--- config.mk ---
export PLATFORM = sky130hd
export DESIGN_NAME = mole_scene_renderer
export DESIGN_NICKNAME = d
export VERILOG_FILES = /design/src/rtl/scene_pkg.sv /design/src/rtl/sprite_scan_counter.sv /design/src/rtl/mole_scene_renderer.sv
export SDC_FILE = /design/constraint.sdc
export NUM_CORES = 1
export LEC_CHECK = 0
export ABC_CLOCK_PERIOD_IN_PS = 5950
export BUFFER_PORTS_ARGS = -buffer_cell sky130_fd_sc_hd__buf_2
export CELL_PAD_IN_SITES_DETAIL_PLACEMENT = 0
export CELL_PAD_IN_SITES_GLOBAL_PLACEMENT = 1
export CORE_MARGIN = 5
export CORE_UTILIZATION = 45
export DETAILED_ROUTE_END_ITERATION = 8
export GPL_TIMING_DRIVEN = 1
export PLACE_DENSITY = 0.91
export SLEW_MARGIN = 25
export SYNTH_ARGS = -nofsm -noshare
export SYNTH_HDL_FRONTEND = slang
export SYNTH_HIERARCHICAL = 1
export SYNTH_SLANG_ARGS = --single-unit
--- constraint.sdc ---
create_clock -name CLOCK_50 -period 5.95 [get_ports CLOCK_50]
set_input_delay 0.595 -clock CLOCK_50 [delete_from_list [all_inputs] [get_ports CLOCK_50]]
set_output_delay 0.595 -clock CLOCK_50 [all_outputs]
set_load 0.1 [all_outputs]
--- src/rtl/scene_pkg.sv ---
// Shared screen geometry, FSM state type, pixel pipeline record and default layout.
// Imported by the renderer and its scan counters.
package scene_pkg;
  localparam int SCREEN_W    = 160;
  localparam int SCREEN_H    = 120;
  localparam int COL_W       = 3;
  localparam int BLANK_GLYPH = 10;
  localparam int GLYPHS      = 11;

  localparam int DEF_NUM_MOLES  = 8;
  localparam int DEF_FRAME_BITS = 5;
  localparam int DEF_NUM_FRAMES = 2;
  localparam int DEF_SPR_W      = 16;
  localparam int DEF_SPR_H      = 20;
  localparam int DEF_MOLE_X0    = 2;
  localparam int DEF_MOLE_PITCH = 18;
  localparam int DEF_MOLE_Y     = 100;
  localparam int DEF_NUM_DIGITS = 4;
  localparam int DEF_FONT_W     = 4;
  localparam int DEF_FONT_H     = 7;
  localparam int DEF_SCORE_X    = 58;
  localparam int DEF_SCORE_Y    = 20;
  localparam int DEF_TOTAL_X    = 58;
  localparam int DEF_TOTAL_Y    = 30;

  typedef enum logic [2:0] {ST_IDLE, ST_MOLES, ST_SCORE, ST_TOTAL, ST_DRAIN} state_t;

  typedef struct packed {
    logic       vld;
    logic       font;
    logic       clip;
    logic [7:0] x;
    logic [6:0] y;
  } pix_t;

  function automatic int cnt_w(input int n);
    return (n > 1) ? $clog2(n) : 1;
  endfunction

  // Non-decimal nibbles all render as the blank glyph.
  function automatic logic [3:0] glyph_of(input logic [3:0] d);
    return (d > 4'd9) ? 4'(BLANK_GLYPH) : d;
  endfunction
endpackage

--- src/rtl/sprite_scan_counter.sv ---
// Column-fastest raster counter over a W x H sprite; wraps to 0,0 after the last pixel.
// Zero latency: col/row reflect the pixel being scanned this cycle; advance is the only stall.
module sprite_scan_counter
  import scene_pkg::*;
#(
  parameter int  W  = 16,
  parameter int  H  = 20,
  localparam int CW = cnt_w(W),
  localparam int RW = cnt_w(H)
) (
  input  logic          clk,
  input  logic          rst_n,
  input  logic          start,
  input  logic          advance,
  output logic [CW-1:0] col,
  output logic [RW-1:0] row,
  output logic          last_pixel
);
  logic col_wrap;
  logic row_wrap;

  assign col_wrap   = (col == CW'(W - 1));
  assign row_wrap   = (row == RW'(H - 1));
  assign last_pixel = col_wrap && row_wrap;

  always_ff @(posedge clk or negedge rst_n) begin
    if (!rst_n) begin
      col <= '0;
      row <= '0;
    end else if (start) begin
      col <= '0;
      row <= '0;
    end else if (advance) begin
      if (col_wrap) begin
        col <= '0;
        row <= row_wrap ? '0 : row + 1'b1;
      end else begin
        col <= col + 1'b1;
      end
    end
  end
endmodule

--- src/rtl/mole_scene_renderer.sv ---
// Per frame_start, rasterises the mole sprites then the score and total BCD counters, one pixel per clock.
// Pixel appears 2 cycles after its ROM address; no backpressure, a frame_start while busy is dropped and flagged in overrun.
module mole_scene_renderer
  import scene_pkg::*;
#(
  parameter int               NUM_MOLES  = DEF_NUM_MOLES,
  parameter int               FRAME_BITS = DEF_FRAME_BITS,
  parameter int               NUM_FRAMES = DEF_NUM_FRAMES,
  parameter int               SPR_W      = DEF_SPR_W,
  parameter int               SPR_H      = DEF_SPR_H,
  parameter int               MOLE_X0    = DEF_MOLE_X0,
  parameter int               MOLE_PITCH = DEF_MOLE_PITCH,
  parameter int               MOLE_Y     = DEF_MOLE_Y,
  parameter int               NUM_DIGITS = DEF_NUM_DIGITS,
  parameter int               FONT_W     = DEF_FONT_W,
  parameter int               FONT_H     = DEF_FONT_H,
  parameter int               SCORE_X    = DEF_SCORE_X,
  parameter int               SCORE_Y    = DEF_SCORE_Y,
  parameter int               TOTAL_X    = DEF_TOTAL_X,
  parameter int               TOTAL_Y    = DEF_TOTAL_Y,
  parameter int               TRANSP_EN  = 1,
  parameter logic [COL_W-1:0] TRANSP_COL = 3'b000,
  localparam int              MA_W       = $clog2(NUM_FRAMES * SPR_W * SPR_H),
  localparam int              FA_W       = $clog2(GLYPHS * FONT_W * FONT_H)
) (
  input  logic                            CLOCK_50,
  input  logic                            resetn,
  input  logic                            frame_start,
  input  logic [NUM_MOLES*FRAME_BITS-1:0] mole_frames,
  input  logic [4*NUM_DIGITS-1:0]         score,
  input  logic [4*NUM_DIGITS-1:0]         total,
  output logic [MA_W-1:0]                 mole_rom_addr,
  input  logic [COL_W-1:0]                mole_rom_q,
  output logic [FA_W-1:0]                 font_rom_addr,
  input  logic [COL_W-1:0]                font_rom_q,
  output logic [7:0]                      x,
  output logic [6:0]                      y,
  output logic [COL_W-1:0]                colour,
  output logic                            plot,
  output logic                            busy,
  output logic                            done,
  output logic                            overrun
);
  localparam int MCW = cnt_w(SPR_W);
  localparam int MRW = cnt_w(SPR_H);
  localparam int FCW = cnt_w(FONT_W);
  localparam int FRW = cnt_w(FONT_H);

  state_t                          state;
  logic [NUM_MOLES*FRAME_BITS-1:0] frames_q;
  logic [4*NUM_DIGITS-1:0]         score_q, total_q, digs;
  logic [7:0]                      obj;
  logic [1:0]                      drain_cnt;
  pix_t                            p1, p2;

  logic [MCW-1:0] m_col;
  logic [MRW-1:0] m_row;
  logic [FCW-1:0] s_col, t_col, dc;
  logic [FRW-1:0] s_row, t_row, dr;
  logic           m_last, s_last, t_last, d_last;
  logic           m_adv, s_adv, t_adv, start_pass;

  logic                  scan_vld, scan_font, obj_last, phase_last;
  logic [15:0]           scan_x, scan_y;
  logic [MA_W-1:0]       m_addr;
  logic [FA_W-1:0]       f_addr;
  logic [FRAME_BITS-1:0] f_raw;
  logic [3:0]            nib;
  logic [COL_W-1:0]      pix_q;

  assign start_pass = (state == ST_IDLE) && frame_start && !done;
  assign pix_q      = p2.font ? font_rom_q : mole_rom_q;

  sprite_scan_counter #(.W(SPR_W), .H(SPR_H)) u_mole_cnt (
    .clk(CLOCK_50), .rst_n(resetn), .start(start_pass), .advance(m_adv),
    .col(m_col), .row(m_row), .last_pixel(m_last)
  );
  sprite_scan_counter #(.W(FONT_W), .H(FONT_H)) u_score_cnt (
    .clk(CLOCK_50), .rst_n(resetn), .start(start_pass), .advance(s_adv),
    .col(s_col), .row(s_row), .last_pixel(s_last)
  );
  sprite_scan_counter #(.W(FONT_W), .H(FONT_H)) u_total_cnt (
    .clk(CLOCK_50), .rst_n(resetn), .start(start_pass), .advance(t_adv),
    .col(t_col), .row(t_row), .last_pixel(t_last)
  );

  always_comb begin
    scan_vld   = 1'b0;
    scan_font  = 1'b0;
    m_adv      = 1'b0;
    s_adv      = 1'b0;
    t_adv      = 1'b0;
    obj_last   = 1'b0;
    phase_last = 1'b0;
    scan_x     = '0;
    scan_y     = '0;
    m_addr     = '0;
    f_addr     = '0;
    f_raw      = '0;
    nib        = '0;
    digs       = score_q;
    dc         = s_col;
    dr         = s_row;
    d_last     = s_last;
    case (state)
      ST_MOLES: begin
        scan_vld   = 1'b1;
        m_adv      = 1'b1;
        f_raw      = frames_q[int'(obj)*FRAME_BITS +: FRAME_BITS];
        // Frame indices beyond the ROM contents fall back to frame 0.
        m_addr     = MA_W'(((int'(f_raw) < NUM_FRAMES) ? int'(f_raw) : 0) * SPR_W * SPR_H
                           + int'(m_row) * SPR_W + int'(m_col));
        scan_x     = 16'(MOLE_X0 + int'(obj) * MOLE_PITCH + int'(m_col));
        scan_y     = 16'(MOLE_Y + int'(m_row));
        obj_last   = (obj == 8'(NUM_MOLES - 1));
        phase_last = m_last && obj_last;
      end
      ST_SCORE, ST_TOTAL: begin
        scan_vld  = 1'b1;
        scan_font = 1'b1;
        if (state == ST_TOTAL) begin
          digs   = total_q;
          dc     = t_col;
          dr     = t_row;
          d_last = t_last;
          t_adv  = 1'b1;
        end else begin
          s_adv = 1'b1;
        end
        // obj counts digits left to right, so the most significant nibble comes first.
        nib        = digs[(NUM_DIGITS - 1 - int'(obj))*4 +: 4];
        f_addr     = FA_W'(int'(glyph_of(nib)) * FONT_W * FONT_H + int'(dr) * FONT_W + int'(dc));
        scan_x     = 16'(((state == ST_TOTAL) ? TOTAL_X : SCORE_X) + int'(obj) * (FONT_W + 1) + int'(dc));
        scan_y     = 16'(((state == ST_TOTAL) ? TOTAL_Y : SCORE_Y) + int'(dr));
        obj_last   = (obj == 8'(NUM_DIGITS - 1));
        phase_last = d_last && obj_last;
      end
      default: ;
    endcase
  end

  always_ff @(posedge CLOCK_50 or negedge resetn) begin
    if (!resetn) begin
      state         <= ST_IDLE;
      frames_q      <= '0;
      score_q       <= '0;
      total_q       <= '0;
      obj           <= '0;
      drain_cnt     <= '0;
      p1            <= '0;
      p2            <= '0;
      mole_rom_addr <= '0;
      font_rom_addr <= '0;
      x             <= '0;
      y             <= '0;
      colour        <= '0;
      plot          <= 1'b0;
      busy          <= 1'b0;
      done          <= 1'b0;
      overrun       <= 1'b0;
    end else begin
      done   <= 1'b0;
      plot   <= 1'b0;
      colour <= '0;

      // Coordinates ride alongside the ROM access so they meet its data two edges later.
      p1.vld <= scan_vld;
      if (scan_vld) begin
        p1.font <= scan_font;
        p1.x    <= scan_x[7:0];
        p1.y    <= scan_y[6:0];
        p1.clip <= (scan_x >= 16'(SCREEN_W)) || (scan_y >= 16'(SCREEN_H));
        if (scan_font) font_rom_addr <= f_addr;
        else           mole_rom_addr <= m_addr;
      end
      p2 <= p1;

      if (p2.vld) begin
        x <= p2.x;
        y <= p2.y;
        if (!p2.clip && !((TRANSP_EN != 0) && (pix_q == TRANSP_COL))) begin
          plot   <= 1'b1;
          colour <= pix_q;
        end
      end

      if (frame_start && ((state != ST_IDLE) || done)) overrun <= 1'b1;

      case (state)
        ST_IDLE: begin
          if (start_pass) begin
            frames_q <= mole_frames;
            score_q  <= score;
            total_q  <= total;
            obj      <= '0;
            busy     <= 1'b1;
            state    <= ST_MOLES;
          end
        end
        ST_MOLES: begin
          if (phase_last) begin
            obj   <= '0;
            state <= ST_SCORE;
          end else if (m_last) begin
            obj <= obj + 8'd1;
          end
        end
        ST_SCORE: begin
          if (phase_last) begin
            obj   <= '0;
            state <= ST_TOTAL;
          end else if (s_last) begin
            obj <= obj + 8'd1;
          end
        end
        ST_TOTAL: begin
          if (phase_last) begin
            obj       <= '0;
            drain_cnt <= '0;
            state     <= ST_DRAIN;
          end else if (t_last) begin
            obj <= obj + 8'd1;
          end
        end
        ST_DRAIN: begin
          if (drain_cnt == 2'd2) begin
            done  <= 1'b1;
            busy  <= 1'b0;
            state <= ST_IDLE;
          end else begin
            drain_cnt <= drain_cnt + 2'd1;
          end
        end
        default: state <= ST_IDLE;
      endcase
    end
  end
endmodule
Word level (Yosys, flattened, before mapping)
Cells that the tools add are included.

storage, ports and cells
  bits in registers = 181
  bits in latches = 0
  memory bits (writable) = 0
  bits in read-only memories = 0
  bits of input ports = 81
  output and inout bits = 41
  logic and storage cells = 192
  memories kept = 0

cells by class
  $add $sub $neg = 19
  $mul = 4
  divide/modulo/power cells = 0
  magnitude comparators = 4
  eq/ne operators = 22
  shift-type cells = 2
  muxes and demuxes = 71
  bitwise logic cells = 1
  reduce and logical (&&, ||, !) cells = 38

operators by type and width
  cell                                                                 number
  two-way mux 8 bit                                                    7
  two-way mux 3 bit                                                    18
  variable part select 40 x 32 -> 5 bit                                1
  two-way mux 16 bit                                                   2
  case mux 8 bit (4 select lines)                                      1
  case mux 15 bit (2 select lines)                                     1
  two-way mux 5 bit                                                    5
  two-way mux 2 bit                                                    10
  two-way mux 4 bit                                                    5
  greater-or-equal comparator 16 x 7 -> 1 bit (second input constant)  1
  greater-or-equal comparator 16 x 8 -> 1 bit (second input constant)  1
  case mux 8 bit (2 select lines)                                      1
  nonzero test 2 bit                                                   8
  variable part select 16 x 11 -> 4 bit                                1
  adder 14 x 4 -> 15 bit                                               1
  two-way mux 1 bit                                                    15
  case mux 3 bit (5 select lines)                                      1
  adder 2 x 13 -> 14 bit (first input constant)                        1
  adder 12 x 2 -> 13 bit                                               1
  adder 6 x 11 -> 12 bit (first input constant)                        1
  multiplier 8 x 4 -> 12 bit (second input constant)                   1
  inequality test 2 bit (second input constant)                        6
  AND reduction 2 bit                                                  6
  multiplier 8 x 3 -> 11 bit (second input constant)                   1
  other kinds (40)                                                     65

Longest topological paths before layout
  depth after elaboration = 10
  gate-level depth with buffers = 17
  mapped depth without buffers = 15

Cells and area by module
The synthesis kept the hierarchy.

by module, submodules not included
  module                                  times used  cells an instance  area each (um^2)  sequential area each (um^2)
  mole_scene_renderer                     1           856                8316.7            4053.9
  sprite_scan_counter at u_score_cnt ...  2           24                 274.0             125.1
  sprite_scan_counter at u_mole_cnt       1           51                 481.7             225.2

Worst setup path after synthesis
OpenSTA, ideal clock, no wires.

  path type = flip-flop to flip-flop
  start point = reg state[1]
  end point = reg font_rom_addr[8]
  setup time = 0.126 ns
  data arrival time = 4.348 ns
  data required time = 5.824 ns
  path slack = 1.476 ns
  cell stages (with the launch flop) = 18
  buffers on the path = 2
  period minus slack after synthesis = 4.474 ns
  cells stage by stage = dfrtp_1 > buf_2 > nand3b_2 > buf_1 > mux4_2 > mux2i_1 > nor3_1 > o21ai_0 > nor4b_1 > fa_1 > ha_1 > ha_1 > nor2b_1 > o21a_1 > a21o_1 > a221o_1 > and3_1 > a221o_1

between the ends
  word-level cells in the longest chain between the ends = 10
  elaborated cells between the ends (all ways) = 21
  those cells by class = add/sub (2); mul (1); order compare (1); eq/ne (3); shift (1); mux (10); reduce/logical (3)

ends and longest elaborated chain
  item                                   line                        text
  start: declaration                     mole_scene_renderer.sv:49   state_t state;
  start signal: assignment               mole_scene_renderer.sv:144  state <= ST_IDLE;
  start signal: assignment               mole_scene_renderer.sv:197  state <= ST_MOLES;
  start signal: assignment               mole_scene_renderer.sv:203  state <= ST_SCORE;
  equality test 3 x 2 -> 1 bit           n/a
  two-way mux 16 bit                     mole_scene_renderer.sv:121  if (state == ST_TOTAL) begin
  two-way mux 16 bit                     mole_scene_renderer.sv:105  case (state)
  variable part select 16 x 11 -> 4 bit  mole_scene_renderer.sv:131  nib = digs[(NUM_DIGITS - 1 - int'(obj))*4 +: 4];
  > comparator 4 bit                     scene_pkg.sv:42             return (d > 4'd9) ? 4'(BLANK_GLYPH) : d;
  two-way mux 4 bit                      scene_pkg.sv:42
  multiplier 4 x 3 -> 7 bit              mole_scene_renderer.sv:132  f_addr = FA_W'(int'(glyph_of(nib)) * FONT_W * FONT_H + int'(dr) * FONT_W + int'(dc));
  adder 9 x 5 -> 9 bit                   mole_scene_renderer.sv:132
  adder 9 x 2 -> 9 bit                   mole_scene_renderer.sv:132
  two-way mux 9 bit                      mole_scene_renderer.sv:105
  end signal: assignment                 mole_scene_renderer.sv:173  if (scan_font) font_rom_addr <= f_addr;
  end: declaration                       mole_scene_renderer.sv:34   output logic [FA_W-1:0] font_rom_addr,

Parallel ways exist; a longest one is shown, timed or not. The select of a mux whose other input is x is not followed.
A chain may end at the register's enable or synchronous reset.

Worst setup path after layout
  start point = reg state[0]
  end point = reg font_rom_addr[8]

The elaborated chain is that of the path after synthesis.

==> results.sh <==
export IMPL_syn_area_per_cell_um2=9.79
export IMPL_fin_cells=1347
export IMPL_drc=0
export IMPL_initial_core_util_pct=45.9
export IMPL_cts_buffers=17
export IMPL_grt_pass1_wl_mm=35.0
export IMPL_ys_types=73
export IMPL_syn_area_um2=9350
export IMPL_hpwlAfterDp_mm=14.6
export IMPL_crit_fanout=16
export IMPL_utilization_pct=52.9
export IMPL_synth_warnings=6
export IMPL_std_cell_rows=52
export IMPL_cpMaxStageDelayCell="dfrtp_1"
export IMPL_layout_commonest_cell="nand2_1"
export IMPL_cp_cell_sequence="nand3b_2, mux4_2, mux2i_1, nor3_1, o21ai_0, nor4b_1, fa_1, ha_1, ha_1, nor2b_1, o21a_1, a21o_1, a221o_1, and3_1, a221o_1"
export IMPL_grt_setup_unrepaired="no"
export IMPL_fill_cells=1788
export IMPL_synth_top_cell_area_share_pct=48.5
export IMPL_holdCritPathClass="in2async"
export IMPL_fin_ws_ns=0.812
export IMPL_grt_use_total_pct=17.8
export IMPL_clk_pin_slew_worst_paths_ns=0.06
export IMPL_grt_pass1_vias=7134
export IMPL_grt_start_max_net_pins=91
export IMPL_place_ws_ns=0.907
export IMPL_power_leakage_uw=0.00533
export IMPL_cts_root_buf="clkbuf_16"
export IMPL_synth_main_ff_cell="dfrtp_1"
export IMPL_min_period_over_period_pct=86.3
export IMPL_ant_nets=0
export IMPL_yosys_area_top_type="dfrtp_1"
export IMPL_crit_type="reg2reg"
export IMPL_slew_viol_final=0
export IMPL_reg2reg_slack_ns=0.81
export IMPL_max_freq_mhz=195
export IMPL_place_inst=1316
export IMPL_cp_arrival_ns=5.45
export IMPL_fp_dieW_um=154
export IMPL_async_flop_share_pct=100
export IMPL_cts_max_path_buffers=2
export IMPL_synth_edf_count=0
export IMPL_wl_per_cell_um=15.1
export IMPL_cp_startpoint="state[0]$_DFFE_PN0P_"
export IMPL_ys_ff_latch=181
export IMPL_cts_hold_buf=0
export IMPL_ir_worst_vdd_mv=0.167
export IMPL_vias=6988
export IMPL_run_status="complete, no violations"
export IMPL_fin_crit_ns=5.14
export IMPL_clk_latency_ns=0.43
export IMPL_core_um2=20400
export IMPL_internal_power_uw=1860
export IMPL_worstSetupEndpointType="flop"
export IMPL_reg2reg_to="font_rom_addr[8]$_DFFE_PN0P_"
export IMPL_vias_per_cell=5.19
export IMPL_yosys_top_cells_area="dfrtp_1 (48%), nand2_1 (12%), ha_1 (7.5%)"
export IMPL_comb_power_share_pct=2.6
export IMPL_p_sw_uw=506
export IMPL_pwr_share_clk_pct=45.4
export IMPL_die_height_um=154
export IMPL_place_congestion=0.811
export IMPL_max_stage_delay_ns=0.67
export IMPL_finalSetupTns_ns=0
export IMPL_routed_wl_mm=20.3
export IMPL_die_area_um2=23800
export IMPL_ctsResizeCount=0
export IMPL_r2r_start="state[0]$_DFFE_PN0P_"
export IMPL_port_buffers=121
export IMPL_powerDensity_nw_per_um2=220
export IMPL_drive_above_1_share_pct=18.4
export IMPL_syn_inst=955
export IMPL_dr_pass1_iters=5
export IMPL_cts_max_level=4
export IMPL_setup_viol=0
export IMPL_drtIter0Drc=373
export IMPL_grt_ovfl_total=0
export IMPL_io_pin_count=122
export IMPL_cts_setup_buffers=0
export IMPL_finalPower_uw=2370
export IMPL_antenna_found_initial=0
export IMPL_rr_worst_depth=15
export IMPL_clkSinkCount=181
export IMPL_antennaDiodeCount=0
export IMPL_seq_area_frac_synth_pct=48.5
export IMPL_nNetsFinal=1214
export IMPL_hold_viol=0
export IMPL_sw_frac_of_total_pct=21.4
export IMPL_cap_violations=0
export IMPL_p_seq_share_pct=52.0
export IMPL_final_cell_mix="nand2_1 (293), dfrtp_1 (181), buf_2 (120)"
export IMPL_relSlewSlack_pct=41.6
export IMPL_area_delta_synth_final_pct=15.3
export IMPL_required_ns=6.26
export IMPL_clock_skew_ns=0.00984
export IMPL_tightestPinTransition_ns=0.876
export IMPL_tritoncts="done"
export IMPL_worst_setup_path_start_kind="flop"
flip-flops by register name, summed over array words and instances (netlist names), 3 cells and up:
name	count
u_score_cnt/row	3
u_mole_cnt/row	5
u_mole_cnt/col	4
state	3
u_total_cnt/row	3
mole_rom_addr	10
x	8
score_q	16
obj	8
frames_q	40
font_rom_addr	9
p2	18
p1	18
total_q	16
y	7
colour	3
cells by family after synthesis:
group / synth area share [%]
AOI/OAI and AO/OA: 10.0
xor gates and xnor gates: 1.69
adders and majority gates: 10.1
buffers and inverters: 3.52
DFF: 48.5
muxes: 6.32
other: 0.0804
and+or+nand+nor: 19.8
synthesized netlist by cell type, types with 4 or more instances:
master / instances
nor3_1: 8
xnor2_1: 9
ha_1: 56
fa_1: 12
xor2_1: 9
o31ai_1: 6
or4_1: 4
a311oi_1: 4
nand3_1: 15
mux2i_1: 23
nor4_1: 13
nor2_1: 27
o211ai_1: 5
dfrtp_1: 181
inv_1: 41
mux2_2: 15
clkbuf_1: 26
and3_1: 4
a22oi_1: 11
o21ai_0: 41
a21o_1: 7
nor2b_1: 11
buf_2: 5
a21oi_1: 24
a31oi_1: 4
mux4_2: 8
or3b_1: 4
buf_1: 7
nand2_1: 294
nand2b_1: 10
metal layers:
layer / vias to the layer above / wire, um / global-route usage (%)
li1: 3475 / - / -
met1: 3278 / 9780 / 26.1
met2: 199 / 8840 / 25.9
met3: 36 / 1230 / 4.10
met4: 0 / 434 / 6.64
met5: - / 0 / 0
through the flow:
stage	hold slack, ns	instance area (um2)
2_1_floorplan	0.299	9350
3_3_place_gp	0.332	10200
3_5_place_dp	0.354	10200
4_1_cts	0.0696	10800
5_1_grt	0.0918	10800
6_report	0.0664	10800
power by group through the flow:
stage               clock network [uW]  logic (uW)  registers (uW)
floorplan                            0        3.02            1260
global placement                     0        62.6            1250
detailed placement                   0        62.5            1250
CTS                               1100        63.0            1230
global route                      1150        70.8            1230
finish                            1070        61.1            1230
critical path, delay by kind of cell, from the launching register on:
| family | cells | cell delay [ns] |
|---|---|---|
| and+or+nand+nor | 5 | 1.52 |
| adders and majority gates | 3 | 1.14 |
| AOI/OAI and AO/OA | 5 | 1.10 |
| DFF | 1 | 0.67 |
| muxes | 2 | 0.59 |
how the worst max path moves through the flow:
stage                                         to
floorplan           font_rom_addr[8]$_DFFE_PN0P_
global placement    font_rom_addr[8]$_DFFE_PN0P_
detailed placement  font_rom_addr[8]$_DFFE_PN0P_
CTS                 font_rom_addr[8]$_DFFE_PN0P_
global route        font_rom_addr[8]$_DFFE_PN0P_
finish              font_rom_addr[8]$_DFFE_PN0P_
layout make-up:
| cell class | count | area (um2) | area share (%) |
|---|---|---|---|
| clock inverters | 11 | 101 | 0.941 |
| flip-flops and latches | 181 | 4530 | 42.0 |
| inverters | 43 | 161 | 1.50 |
| well taps | 270 | 338 | 3.14 |
| clock buffers | 20 | 467 | 4.33 |
| repair buffers | 130 | 683 | 6.34 |
| multi-input cells | 692 | 4490 | 41.7 |
No activity file was read; power rests on OpenSTA's default activity.
